File: src/rtl/alu_arbiter.sv
// Round-robin arbiter sharing one combinational ALU between two requesters.
// Optional opcode checking is enabled by defining ALU_ARB_OPCHECK_EN.
module alu_arbiter #(
    parameter int WIDTH  = 32,
    parameter int CTRL_W = 3
) (
    input  logic              clk,
    input  logic              rst_n,
    input  logic              req0_valid,
    output logic              req0_ready,
    input  logic [WIDTH-1:0]  req0_a,
    input  logic [WIDTH-1:0]  req0_b,
    input  logic [CTRL_W-1:0] req0_op,
    input  logic              req1_valid,
    output logic              req1_ready,
    input  logic [WIDTH-1:0]  req1_a,
    input  logic [WIDTH-1:0]  req1_b,
    input  logic [CTRL_W-1:0] req1_op,
    output logic              rsp0_valid,
    input  logic              rsp0_ready,
    output logic              rsp1_valid,
    input  logic              rsp1_ready,
    output logic [WIDTH-1:0]  rsp_result,
    output logic              rsp_err,
    output logic [WIDTH-1:0]  alu_srcA,
    output logic [WIDTH-1:0]  alu_srcB,
    output logic [CTRL_W-1:0] alu_ctrl,
    input  logic [WIDTH-1:0]  alu_result
);

    typedef enum logic [1:0] {IDLE, EXEC, RESP} state_t;

    state_t            state_q, state_d;
    logic              owner_q, owner_d;
    logic              last_owner_q, last_owner_d;
    logic [WIDTH-1:0]  op_a_q, op_a_d;
    logic [WIDTH-1:0]  op_b_q, op_b_d;
    logic [CTRL_W-1:0] op_op_q, op_op_d;
    logic [WIDTH-1:0]  result_q, result_d;
    logic              err_q, err_d;
    logic              pend_err_q, pend_err_d;
    logic              rsp0_valid_q, rsp0_valid_d;
    logic              rsp1_valid_q, rsp1_valid_d;

    logic              grant;
    logic              accept;
    logic [WIDTH-1:0]  sel_a;
    logic [WIDTH-1:0]  sel_b;
    logic [CTRL_W-1:0] sel_op;
    logic              op_illegal;

    // On a tie the requester that was not served last wins.
    assign grant  = (req0_valid && req1_valid) ? ~last_owner_q : req1_valid;
    assign accept = (state_q == IDLE) && (req0_valid || req1_valid);

    assign req0_ready = rst_n && accept && !grant;
    assign req1_ready = rst_n && accept && grant;

    assign sel_a  = grant ? req1_a  : req0_a;
    assign sel_b  = grant ? req1_b  : req0_b;
    assign sel_op = grant ? req1_op : req0_op;

`ifdef ALU_ARB_OPCHECK_EN
    function automatic logic op_is_legal(input logic [CTRL_W-1:0] op);
        case (op)
            CTRL_W'(0), CTRL_W'(1), CTRL_W'(2), CTRL_W'(3), CTRL_W'(5): op_is_legal = 1'b1;
            default:                                                    op_is_legal = 1'b0;
        endcase
    endfunction

    assign op_illegal = !op_is_legal(sel_op);
`else
    assign op_illegal = 1'b0;
`endif

    always_comb begin
        state_d      = state_q;
        owner_d      = owner_q;
        last_owner_d = last_owner_q;
        op_a_d       = op_a_q;
        op_b_d       = op_b_q;
        op_op_d      = op_op_q;
        result_d     = result_q;
        err_d        = err_q;
        pend_err_d   = pend_err_q;
        rsp0_valid_d = rsp0_valid_q;
        rsp1_valid_d = rsp1_valid_q;
        case (state_q)
            IDLE: begin
                if (accept) begin
                    owner_d    = grant;
                    pend_err_d = op_illegal;
                    // A rejected opcode leaves the ALU operands as they were.
                    if (!op_illegal) begin
                        op_a_d  = sel_a;
                        op_b_d  = sel_b;
                        op_op_d = sel_op;
                    end
                    state_d = EXEC;
                end
            end
            EXEC: begin
                result_d     = pend_err_q ? '0 : alu_result;
                err_d        = pend_err_q;
                rsp0_valid_d = !owner_q;
                rsp1_valid_d = owner_q;
                state_d      = RESP;
            end
            RESP: begin
                if (owner_q ? rsp1_ready : rsp0_ready) begin
                    rsp0_valid_d = 1'b0;
                    rsp1_valid_d = 1'b0;
                    last_owner_d = owner_q;
                    state_d      = IDLE;
                end
            end
            default: state_d = IDLE;
        endcase
    end

    // last_owner resets to 1 so that requester 0 wins the first tie.
    always_ff @(posedge clk or negedge rst_n) begin
        if (!rst_n) begin
            state_q      <= IDLE;
            owner_q      <= 1'b0;
            last_owner_q <= 1'b1;
            op_a_q       <= '0;
            op_b_q       <= '0;
            op_op_q      <= '0;
            result_q     <= '0;
            err_q        <= 1'b0;
            pend_err_q   <= 1'b0;
            rsp0_valid_q <= 1'b0;
            rsp1_valid_q <= 1'b0;
        end else begin
            state_q      <= state_d;
            owner_q      <= owner_d;
            last_owner_q <= last_owner_d;
            op_a_q       <= op_a_d;
            op_b_q       <= op_b_d;
            op_op_q      <= op_op_d;
            result_q     <= result_d;
            err_q        <= err_d;
            pend_err_q   <= pend_err_d;
            rsp0_valid_q <= rsp0_valid_d;
            rsp1_valid_q <= rsp1_valid_d;
        end
    end

    assign alu_srcA   = op_a_q;
    assign alu_srcB   = op_b_q;
    assign alu_ctrl   = op_op_q;
    assign rsp_result = result_q;
    assign rsp_err    = err_q;
    assign rsp0_valid = rsp0_valid_q;
    assign rsp1_valid = rsp1_valid_q;

endmodule

File: config.mk
export PLATFORM = sky130hd
export DESIGN_NAME = alu_arbiter
export DESIGN_NICKNAME = d
export VERILOG_FILES = /design/src/rtl/alu_arbiter.sv
export SDC_FILE = /design/constraint.sdc
export NUM_CORES = 1
export LEC_CHECK = 0
export CAP_MARGIN = 20
export CORE_ASPECT_RATIO = 2
export CORE_MARGIN = 2
export CORE_UTILIZATION = 25
export CTS_CLUSTER_DIAMETER = 150
export DETAILED_ROUTE_END_ITERATION = 6
export PLACE_DENSITY = 0.54
export SYNTH_ARGS = -nofsm -noshare
export SYNTH_HDL_FRONTEND = slang
export SYNTH_SLANG_ARGS = --single-unit
File: constraint.sdc
create_clock -name clk -period 2.5 [get_ports clk]
set_input_delay 0.75 -clock clk [delete_from_list [all_inputs] [get_ports clk]]
set_output_delay 0.75 -clock clk [all_outputs]
set_load 0.01 [all_outputs]
# Word-level counts from Yosys, hierarchy flattened
# Cells that the tools add are included.
# op_classes
eq_ne	4
n_mux	11
bitwise	1
reduce_logical	14
# op_table
operator	n
32-bit 2-to-1 mux	2
2-bit AND reduction	4
2-bit case mux with 3 select lines	1
1-bit logical AND	5
2-bit 2-to-1 mux	2
2-bit != test, second input constant	2
1-bit case mux with 2 select lines	2
1-bit 2-to-1 mux	3
3-bit 2-to-1 mux	1
2-bit by 1-bit equality test with 1-bit output, second input constant	1
2-bit equality test, second input constant	1
1-bit zero test	2
2-bit zero test	1
2-bit nonzero test	1
1-bit logical OR	1
1-bit NOT	1
# totals
register_bits	105
output_inout_bits	104

# Longest topological paths before layout
# logic_depth
word_depth	4
ltp_mapped	6

# Worst setup path before layout
# OpenSTA, ideal clock, no wires.
# synth_timing
path_type	input port to output port
start	in req1_valid
end	out req1_ready
arrival_ps	1705
setup_slack_ps	45
stages	4
path_buffers	2
cell_sequence	a21bo_1 > buf_6 > buf_6 > nor4b_1
# synth_via
elab_chain_cells	4
word_cells_on_any_way	6
cone_classes	1 x mux; 5 x reduce/logical
# synth_lines
element	line_no	rtl
from (decl)	14	input logic req1_valid,
1-bit logical OR	54	assign accept = (state_q == IDLE) && (req0_valid || req1_valid);
1-bit logical AND	54	
1-bit logical AND	57	assign req1_ready = rst_n && accept && grant;
1-bit logical AND (*)	57	
to (decl)	15	output logic req1_ready,
# Mark *: on every way between the ends. The rest lies on a longest branch, timed or not.

# Final worst setup path
# layout_timing
start	in req0_valid
end	out req0_ready
# layout_via
elab_chain_cells	4
word_cells_on_any_way	7
cone_classes	1 x mux; 6 x reduce/logical
# layout_lines
element	line_no	rtl
from (decl)	9	input logic req0_valid,
1-bit logical AND or 1-bit logical OR (tied branches)	53, 54	
1-bit 2-to-1 mux or 1-bit logical AND (tied branches)	53, 54	
1-bit zero test or 1-bit logical AND (tied branches)	56	assign req0_ready = rst_n && accept && !grant;
1-bit logical AND (*)	56	
to (decl)	10	output logic req0_ready,
# Marked as above.

==> results_tabular.tex <==
\begin{tabular}{lr}
\hline
Metric & Value \\
\hline
\multicolumn{2}{l}{\textbf{Clock tree}} \\
\quad Clock transition time at the flip-flop clock pins of the worst setup and hold paths & 0.07 ns \\
\quad Inserted Clock Buffers & 9 \\
\quad Clock tree from TritonCTS & yes \\
\quad Number of H-tree levels & 3 \\
\quad Clock latency on the worst-skew pair & 0.36 ns \\
\quad Post-CTS repair timing setup buffer count & 0 \\
\quad Max Buffers Root-to-Sink & 2 \\
\quad Sink count of the clock tree & 105 \\
\quad Clock root buffer master & sky130\_fd\_sc\_hd\_\_clkbuf\_16 \\
\multicolumn{2}{l}{\textbf{Setup path}} \\
\quad Critical Path Sink Type & output pin \\
\quad Ordered cell list for the critical path & dlygate4sd2\_1 -> a21bo\_4 -> buf\_4 -> and3\_1 -> buf\_2 \\
\quad Stage delay of the slowest cell on the critical path & 0.26 ns \\
\quad Critical path peak fanout & 3 \\
\quad Largest delay share family, worst path & buffers and inverters \\
\quad CP startpoint kind & primary input \\
\quad WP data arrival & 1.66 ns \\
\quad Crit path buffers/inverters & 3 \\
\quad Kind of critical path & primary input to output pin \\
\quad Critical-path cell with the highest stage delay & sky130\_fd\_sc\_hd\_\_dlygate4sd2\_1 \\
\quad Data required time at the worst endpoint & 1.75 ns \\
\multicolumn{2}{l}{\textbf{Final layout}} \\
\quad Final cell utilization of the core & 40.5\% \\
\quad Most common cell after layout, fill and taps aside & sky130\_fd\_sc\_hd\_\_clkdlybuf4s50\_1 \\
\quad Layout cell share with drive strength beyond 1 & 25.9\% \\
\quad Final Non-Filler Cells & 937 \\
\quad Fill count & 2,036 \\
\quad Final nets & 831 \\
\quad Leading cell types in the layout, fill and taps excluded & sky130\_fd\_sc\_hd\_\_clkdlybuf4s50\_1, sky130\_fd\_sc\_hd\_\_mux2\_4, sky130\_fd\_sc\_hd\_\_dfrtp\_1 \\
\quad Antenna diodes & 0 \\
\quad Area growth from synthesis to final layout & 60.4\% \\
\quad Final design instance area without fill & 8670 um\^{}2 \\
\multicolumn{2}{l}{\textbf{Route}} \\
\quad Number of design-rule violations left by the first detailed-router iteration & 72 \\
\quad Vias after detailed routing & 3,961 \\
\quad Drt drc & 0 \\
\quad Average routed wire per standard cell & 17.4 um \\
\quad WL final & 16,300 um \\
\quad Number of search-and-repair iterations in the first detailed-routing pass & 4 \\
\quad Remaining antenna violation count & 0 \\
\quad Detailed-route vias per instance & 4.23 \\
\multicolumn{2}{l}{\textbf{Timing}} \\
\quad Min Hold Slack & 0.337 ns \\
\quad Setup TNS & 0 ns \\
\quad Max-slew violations & 0 \\
\quad Unrepaired setup endpoints after global routing & false \\
\quad Highest Clock Rate & 415 MHz \\
\quad Final-report hold violation count & 0 \\
\quad Share of the clock period used by the worst path after layout & 96.3\% \\
\quad Setup clock skew after layout & 0.00950 ns \\
\quad Final worst-path setup slack & 0.0915 ns \\
\quad Max transition margin & 50.7\% \\
\quad Fin crit period & 2.41 ns \\
\quad Final setup violation count & 0 \\
\quad Measured slew at the worst slew-check pin & 0.740 ns \\
\multicolumn{2}{l}{\textbf{Synthesis}} \\
\quad Cell area after synthesis & 5400 um\^{}2 \\
\quad Mean post-synth cell area & 14.0 um\^{}2 \\
\quad Sequential share of the synthesized area & 48.6\% \\
\quad Yosys warning total & 0 \\
\quad Number of standard cells after synthesis & 387 \\
\quad Ys flop type & sky130\_fd\_sc\_hd\_\_dfrtp\_1 \\
\quad Number of synthesized register bits & 105 \\
\quad Net count after synthesis & 559 \\
\quad Netlist cell types & 23 \\
\quad Number of flops mapped to enable cells by yosys & 0 \\
\quad Ys async rst share & 100\% \\
\multicolumn{2}{l}{\textbf{Run}} \\
\quad Max-cap viol count & 0 \\
\multicolumn{2}{l}{\textbf{Floorplanning}} \\
\quad Core Region & 21,400 um\^{}2 \\
\quad Starting density of the core & 25.3\% \\
\quad Number of cell rows & 76 \\
\quad Vertical extent of the die & 212 um \\
\quad Die width & 108 um \\
\quad Number of top-level pins & 276 \\
\quad Total die area & 22,900 um\^{}2 \\
\multicolumn{2}{l}{\textbf{Pwr}} \\
\quad Worst vdd ir & 0.000562 V \\
\quad Post-layout power & 9.79 mW \\
\quad Leakage power figure & 3.95 nW \\
\quad Areal power density over the cells & 1130 nW/um\^{}2 \\
\multicolumn{2}{l}{\textbf{GRT}} \\
\quad Number of antenna violations at the first check in global routing & 1 \\
\quad Combined global-route utilization of all metal layers & 14.4\% \\
\quad Residual overflow from global routing & 0 \\
\quad Maximum number of pins on one net before global-route repair & 54 \\
\quad Global-route wire length before repair & 24,500 um \\
\quad Vias in the first global route & 4,444 \\
\multicolumn{2}{l}{\textbf{Placed design}} \\
\quad Total half-perimeter wirelength after legalization and detailed placement & 12,700 um \\
\quad Area post-placement & 8360 um\^{}2 \\
\quad Routability Congestion & 0.772 \\
\quad Number of buffers added on ports & 274 \\
\quad Number of cells in the design after placement & 921 \\
\quad Setup WS pre-CTS & -0.586 ns \\
\multicolumn{2}{l}{\textbf{Hold path}} \\
\quad Class of the most critical hold timing path & primary input to asynchronous set/reset pin \\
\multicolumn{2}{l}{\textbf{Outcome}} \\
\quad Result of the run & completed \\
\hline
\end{tabular}
cell families (layout without fill, tap and decap cells):
group	count (synthesis)	in the layout	share of synthesized area (%)
compound gates	10	10	1.23
simple gates	108	108	8.15
mux	135	135	37.4
other cells	1	1	0.0694
flops	105	105	48.6
buf+inv	28	305	4.49
sequential cells by signal (all words and copies together), names as in the netlist:
name	flops
alu_ctrl	3
alu_srcA	32
state_q	2
owner_q	1
rsp0_valid	1
alu_srcB	32
last_owner_q	1
rsp1_valid	1
rsp_result	32
final cells by class:
type / count / area [um^2] / share of cell area, %
clock buffer: 10 / 239 / 2.76
tap: 273 / 342 / 3.94
multi-input combinational: 254 / 2550 / 29.5
sequential: 105 / 2630 / 30.3
timing repair buffer: 287 / 2830 / 32.6
inverter: 2 / 7.51 / 0.0866
clock inverter: 6 / 71.3 / 0.823
layer usage:
| metal | share of wire, % | GRT usage [%] | vias to the layer above |
|---|---|---|---|
| met5 | 0 | 0 | - |
| met4 | 2.4 | 6.32 | 0 |
| met3 | 5.2 | 3.05 | 20 |
| met2 | 59 | 28.3 | 154 |
| met1 | 33 | 13.8 | 1929 |
| li1 | - | - | 1858 |
Yosys cell counts, types with 2 or more instances:
library cell               number  area share, %
sky130_fd_sc_hd__nand2_1       98            6.8
sky130_fd_sc_hd__buf_8          6            1.7
sky130_fd_sc_hd__a21oi_1        6           0.56
sky130_fd_sc_hd__buf_2          2           0.19
sky130_fd_sc_hd__a311oi_1       2           0.32
sky130_fd_sc_hd__nor2b_1        2           0.23
sky130_fd_sc_hd__buf_6          8            1.7
sky130_fd_sc_hd__clkbuf_1       8           0.56
sky130_fd_sc_hd__mux2_4       134             37
sky130_fd_sc_hd__nor2_1         2           0.14
sky130_fd_sc_hd__buf_4          2           0.28
sky130_fd_sc_hd__inv_1          2           0.14
sky130_fd_sc_hd__dfrtp_1      104             48
sky130_fd_sc_hd__nand3b_1       2           0.28
path summary, 6_finish.rpt:
check	end	depth (start not counted)	startpoint	slack [ns]
min in group clk	rsp_result[23]	2	rsp_result[23]	0.47
hold reg to reg	rsp_result[23]	2	rsp_result[23]	0.47
hold / removal	rsp_result[28]	2	rst_n	0.34
setup reg to reg	alu_srcA[20]	4	last_owner_q	0.43
setup / recovery	req0_ready	5	req0_valid	0.09
max in group asynchronous	alu_srcA[6]	3	rst_n	0.82
timing repair:
| item | CTS | global route |
|---|---|---|
| endpoints found under the setup margin | 2 | 2 |
| hold buffers | 0 | 0 |
| gates resized for setup | 11 | 3 |
power by group:
group	total [mW]	internal [mW]	switching [mW]
combinational	5.18	3.17	2.02
sequential	3.11	2.58	0.534
clock	1.50	0.817	0.678
worst register-to-register path, delay by kind of cell (launching register included):
kind            cells  cell delay [ns]
compound gates      1             0.15
buf+inv             1             0.53
flops               1             0.58
mux                 2             0.70
Power figures use the tool's default switching activity.
